**config.mk**
```make
export PLATFORM = sky130hd
export DESIGN_NAME = calc_sequencer
export DESIGN_NICKNAME = d
export VERILOG_FILES = /design/src/rtl/calc_sequencer.sv
export SDC_FILE = /design/constraint.sdc
export NUM_CORES = 1
export LEC_CHECK = 0
export ABC_AREA = 1
export CAP_MARGIN = 10
export CORE_ASPECT_RATIO = 1.2
export CORE_MARGIN = 5
export CORE_UTILIZATION = 40
export CTS_CLUSTER_SIZE = 16
export DETAILED_ROUTE_END_ITERATION = 6
export GPL_TIMING_DRIVEN = 0
export PLACE_DENSITY = 0.71
export SETUP_SLACK_MARGIN = 0.02
export SYNTH_ARGS = -nofsm -noshare
export SYNTH_HDL_FRONTEND = slang
export SYNTH_SLANG_ARGS = --single-unit
```
**constraint.sdc**
```tcl
create_clock -name clk -period 4.1 [get_ports clk]
set_input_delay 0.82 -clock clk [delete_from_list [all_inputs] [get_ports clk]]
set_output_delay 0.82 -clock clk [all_outputs]
set_load 0.05 [all_outputs]
```
**src/rtl/calc_sequencer.sv**
```systemverilog
// calc_sequencer: keypad-to-ALU controller for the BCD calculator.
// Builds operand A, operand B and the operator from one-cycle key events.
// It then presents stable operands to a combinational BCD ALU, waits for
// that ALU's valid flag (with a timeout), and latches the result for display.
// Ports:
//   clk, reset          : clock, async active-high reset
//   keyValid, keyCode   : key event (0-9 digit, 10 '+', 11 '-', 12 '=', 13 clear)
//   num1, num2, op      : ALU operands / operation (0 add, 1 sub)
//   aluValid, aluRes    : ALU result handshake
//   disp, dispNeg       : display value and minus sign (all-E = error)
//   busy, error         : calculating / sticky error
module calc_sequencer #(
  parameter int DIGITS  = 4,
  parameter int TIMEOUT = 15
) (
  input  logic                clk,
  input  logic                reset,
  input  logic                keyValid,
  input  logic [3:0]          keyCode,
  output logic [4*DIGITS-1:0] num1,
  output logic [4*DIGITS-1:0] num2,
  output logic                op,
  input  logic                aluValid,
  input  logic [4*DIGITS-1:0] aluRes,
  output logic [4*DIGITS-1:0] disp,
  output logic                dispNeg,
  output logic                busy,
  output logic                error
);
  localparam int W  = 4*DIGITS;
  localparam int CW = $clog2(DIGITS+1);
  localparam logic [CW-1:0] CNT_FULL = CW'(DIGITS);
  localparam logic [3:0]    TMO_LAST = 4'(TIMEOUT-1);
  localparam logic [W-1:0]  ERR_PAT  = {DIGITS{4'hE}};

  typedef enum logic [1:0] {ENTER_A, ENTER_B, CALC, SHOW} state_t;

  state_t         r_state;
  logic [W-1:0]   r_regA, r_regB, r_result, r_num1, r_num2, r_disp;
  logic [CW-1:0]  r_cnt;
  logic [3:0]     r_timer;
  logic           r_op, r_neg, r_dispNeg, r_busy, r_error;
  logic           r_go;  // '=' accepted; CALC is entered on the following edge

  logic           w_digit, w_opk, w_eq, w_clr, w_sclr;
  logic [W-1:0]   w_shA, w_shB, w_dig;
  logic           w_lt, w_dec;

  assign w_digit = keyValid && (keyCode <= 4'd9);
  assign w_opk   = keyValid && (keyCode == 4'd10 || keyCode == 4'd11);
  assign w_eq    = keyValid && (keyCode == 4'd12);
  assign w_clr   = keyValid && (keyCode == 4'd13);
  // clear is dropped while calculating, including the hand-off cycle
  assign w_sclr  = w_clr && (r_state != CALC) && !r_go;
  assign w_shA   = {r_regA[W-5:0], keyCode};
  assign w_shB   = {r_regB[W-5:0], keyCode};
  assign w_dig   = {{(W-4){1'b0}}, keyCode};

  // BCD magnitude compare, most-significant digit decides first
  always_comb begin
    w_lt  = 1'b0;
    w_dec = 1'b0;
    for (int i = DIGITS-1; i >= 0; i--) begin
      if (!w_dec) begin
        if (r_regA[4*i +: 4] < r_regB[4*i +: 4]) begin
          w_lt  = 1'b1;
          w_dec = 1'b1;
        end else if (r_regA[4*i +: 4] > r_regB[4*i +: 4]) begin
          w_dec = 1'b1;
        end
      end
    end
  end

  always_ff @(posedge clk or posedge reset) begin
    if (reset) begin
      r_state <= ENTER_A;  r_regA <= '0;  r_regB <= '0;  r_cnt <= '0;
      r_op <= 1'b0;  r_neg <= 1'b0;  r_result <= '0;  r_timer <= '0;
      r_num1 <= '0;  r_num2 <= '0;  r_disp <= '0;  r_dispNeg <= 1'b0;
      r_busy <= 1'b0;  r_error <= 1'b0;  r_go <= 1'b0;
    end else if (w_sclr) begin
      r_state <= ENTER_A;  r_regA <= '0;  r_regB <= '0;  r_cnt <= '0;
      r_op <= 1'b0;  r_neg <= 1'b0;  r_result <= '0;  r_timer <= '0;
      r_num1 <= '0;  r_num2 <= '0;  r_disp <= '0;  r_dispNeg <= 1'b0;
      r_busy <= 1'b0;  r_error <= 1'b0;  r_go <= 1'b0;
    end else begin
      case (r_state)
        ENTER_A: begin
          if (w_digit && r_cnt != CNT_FULL) begin
            r_regA <= w_shA;
            r_disp <= w_shA;
            r_cnt  <= r_cnt + CW'(1);
          end else if (w_opk) begin
            r_op    <= keyCode[0];
            r_cnt   <= '0;
            r_regB  <= '0;
            r_disp  <= '0;
            r_state <= ENTER_B;
          end
        end
        ENTER_B: begin
          if (r_go) begin
            r_go    <= 1'b0;
            r_busy  <= 1'b1;
            r_timer <= '0;
            r_state <= CALC;
            // subtraction with A<B: compute B-A and show it negative
            if (r_op && w_lt) begin
              r_num1 <= r_regB;  r_num2 <= r_regA;  r_neg <= 1'b1;
            end else begin
              r_num1 <= r_regA;  r_num2 <= r_regB;  r_neg <= 1'b0;
            end
          end else if (w_digit && r_cnt != CNT_FULL) begin
            r_regB <= w_shB;
            r_disp <= w_shB;
            r_cnt  <= r_cnt + CW'(1);
          end else if (w_opk && r_cnt == '0) begin
            r_op <= keyCode[0];
          end else if (w_eq && r_cnt != '0) begin
            r_go <= 1'b1;
          end
        end
        CALC: begin
          // timer==0 marks the first CALC cycle, where aluValid is not trusted
          if (r_timer != '0 && aluValid) begin
            r_result  <= aluRes;
            r_disp    <= aluRes;
            r_dispNeg <= r_neg;
            r_busy    <= 1'b0;
            r_state   <= SHOW;
          end else if (r_timer == TMO_LAST) begin
            r_error   <= 1'b1;
            r_disp    <= ERR_PAT;
            r_dispNeg <= 1'b0;
            r_busy    <= 1'b0;
            r_state   <= SHOW;
          end else begin
            r_timer <= r_timer + 4'd1;
          end
        end
        SHOW: begin
          if (w_digit) begin
            r_regA    <= w_dig;
            r_disp    <= w_dig;
            r_cnt     <= CW'(1);
            r_error   <= 1'b0;
            r_dispNeg <= 1'b0;
            r_state   <= ENTER_A;
          end else if (w_opk && !r_error && !r_dispNeg) begin
            // chain: previous result becomes operand A
            r_regA  <= r_result;
            r_op    <= keyCode[0];
            r_regB  <= '0;
            r_cnt   <= '0;
            r_disp  <= '0;
            r_state <= ENTER_B;
          end
        end
        default: r_state <= ENTER_A;
      endcase
    end
  end

  assign num1    = r_num1;
  assign num2    = r_num2;
  assign op      = r_op;
  assign disp    = r_disp;
  assign dispNeg = r_dispNeg;
  assign busy    = r_busy;
  assign error   = r_error;
endmodule
```
==> metrics.txt <==
Die X=roughly 120 µm; Slew HR=between 40% and 50%; Post-Place Cell Area=about 0.0073 mm²; Mapped Cells=835; post-synthesis sequential area ratio=44.6%; Setup WS pre-CTS=0.903 ns; post-synth top area cell=dfrtp_1; CP Launch Type=primary input; CTS hold repair buffers=0; RePlAce Congestion=0.911; die footprint=0.0182 mm²; Port Buffers=75; FF+latch area=0.00278 mm²; post-synthesis cell type count=37; Fin Clk Skew=0.00886 ns; P_leak=between 3 and 4 nW; Worst EP arrival=~3.2 ns; Mapped Area=0.00623 mm²; Worst Reg-to-Reg Cells=12; Synth top area share=around 45%; GRT overflow=0; CTS sink cnt=111; first-pass GRT wire length=29900 µm; Multi-input gate area=0.00295 mm²; initial core utilization=approximately two fifths; CP endpoint kind=flip-flop; Vias=5936; H-tree depth=3; Pins Over Slew Limit=0; CTS Buffer Depth=2; worst setup slack after layout=1.23 ns; RSZ-0062 raised after global routing=no; final setup violation count=0; post-DP HPWL=~14000 µm; Initial DRC Count=roughly 620; pwr dens=867 mW/mm²; fillers=1586; post-synthesis net count=about 900; Hold WC Path Type=flip-flop to flip-flop; clock slew at reported path FFs=around 0.07 ns; synth warn=0; Antenna Cells=0; wire per inst=roughly 16 µm; Tcrit/Tclk final=between 70% and 80%; max frequency=0.348 GHz; Worst Path Required=4.38 ns; Routed WL=approximately 18000 µm; antenna violations before repair=0; Clock Root Buffer=clkbuf_16; largest net degree at the start of global routing=between 70 and 80; Post-layout nets=970; Seq cells post-synth=111; TritonCTS clock tree=built; drt first pass iters=5; Avg Vias per Cell=5.23; Crit Path Class=primary input to flip-flop; IO Pins=76; share of post-route cells with drive strength above 1=5.18%; Skew-Pair Late Insertion Delay=0.36 ns; P&R area growth vs syn=21.0%; crit path time final=2.87 ns; Max-Cap Viols=0; Finished Cell Area=between 0.007 and 0.008 mm²; synth top area cells=dfrtp_1 45%, nand2_1 17%, nand3_1 9.9%; hold path depth=2; total power=0.00654 W; status=finished, final reports clean; Vert. Die Dim=approximately 150 µm; Max VDD drop=399 µV; Crit Path Max Fanout=10; vias in the first global route=~5.8k; FP Rows=50; Slew @ Worst Pin=0.859 ns; Tot GR Track Use=21.1%; cts repair resizes=0; postcts setup bufs=0; Mean Syn Cell Area=7.46 µm²; final core occ=48.8%; total CTS buffers=9; Hold Fails Final Rpt=0; number of remaining DRC errors=0; post-route ant nets=0; Core ar.=roughly 0.015 mm²
[per-stage QoR]
| stage | cells | TNS (ns) | hold WS [ns] |
|---|---|---|---|
| final | 1135 | 0 | 0.476 |
| after global placement | 1118 | -139.54 | 0.462 |
| after global routing | 1135 | 0 | 0.503 |
| after detailed placement | 1119 | 0 | 0.464 |
| after CTS | 1135 | 0 | 0.483 |
| after floorplan | 835 | 0 | 0.453 |
[state kept, by name, indices dropped and copies added (netlist names)]
signal,flops
r_state,2
num1,16
op,1
r_regB,16
r_neg,1
r_result,16
r_cnt,3
num2,16
r_regA,16
busy,1
error,1
dispNeg,1
r_timer,4
r_go,1
disp,16
[critical path, cell delays in order]
cell and delay, ns:
clkdlybuf4s50_1 0.65, nand2_1 0.15, nand3_1 0.17, nand2_1 0.21
nor2_2 0.34, nand2_1 0.12, nand3b_1 0.23, buf_2 0.28
nand2_1 0.09, o21ai_0 0.08
[power breakdown]
part	total [W]	internal [W]	switching, W
Combinational	0.00383	0.00121	0.00261
Clock	0.000841	0.000428	0.000413
Sequential	0.00187	0.00152	0.000352
Total	0.00654	0.00316	0.00338
[cell usage in the layout (no fill, tap or decap), types with 3 or more instances in the layout]
master / n
inv_2: 4
o21ai_1: 12
nand3_2: 4
clkbuf_16: 9
nor2_1: 19
clkinv_2: 3
o21ai_0: 68
inv_1: 78
nand2_1: 283
nor2_2: 3
clkinv_1: 4
buf_1: 5
ha_1: 24
a21oi_1: 9
a22oi_1: 19
clkbuf_1: 24
o211ai_1: 3
nand3_1: 123
clkdlybuf4s50_1: 75
dfrtp_1: 111
o31ai_1: 6
buf_2: 9
[Yosys cell counts, drive strengths merged]
master,n
buf,16
clkinv,5
o21a,2
nand3b,2
nand2,286
nand4,2
a22oi,19
a21oi,11
and2,1
inv,83
nor3,3
ha,24
nand3,127
dfrtp,111
o31ai,6
xor2,1
clkbuf,24
a21boi,1
nor2,23
o21ai,80
o21bai,1
o211ai,3
o22ai,2
xnor2,2
[logic make-up (layout without fill, tap and decap cells)]
family	after synthesis	after routing	synth area share [%]
fa+ha+maj	24	24	4.82
flops	111	111	44.6
xor+xnor	3	3	0.422
simple gates	444	444	30.5
buf+inv	128	220	8.17
compound gates	125	125	11.5
[metal layers]
layer	global-route usage [%]	vias up	share of wire [%]
li1	-	2894	-
met1	27.0	2768	41
met2	34.1	213	48
met3	2.96	61	5.9
met4	11.9	0	5.6
met5	0	-	0
[worst paths after layout]
kind	slack (ns)	endpoint	startpoint
worst max-delay path	1.23	r_regA[4]	keyCode[1]
worst min-delay path	0.48	num1[4]	num1[4]
worst max register to register	1.56	r_regA[4]	r_state[0]
worst min register to register	0.48	num1[4]	num1[4]
max in group asynchronous	2.38	disp[11]	reset
min in group asynchronous	1.00	num1[13]	reset
[final cells by class]
class	count	share of cell area [%]
Sequential cell	111	36.8
Tap cell	208	3.45
Clock buffer	11	3.22
Clock inverter	5	0.448
Buffer	40	2.36
Timing Repair Buffer	76	10.2
Inverter	88	4.43
Multi-Input combinational cell	596	39.1
Note: power is estimated with default switching activity, not from simulation.
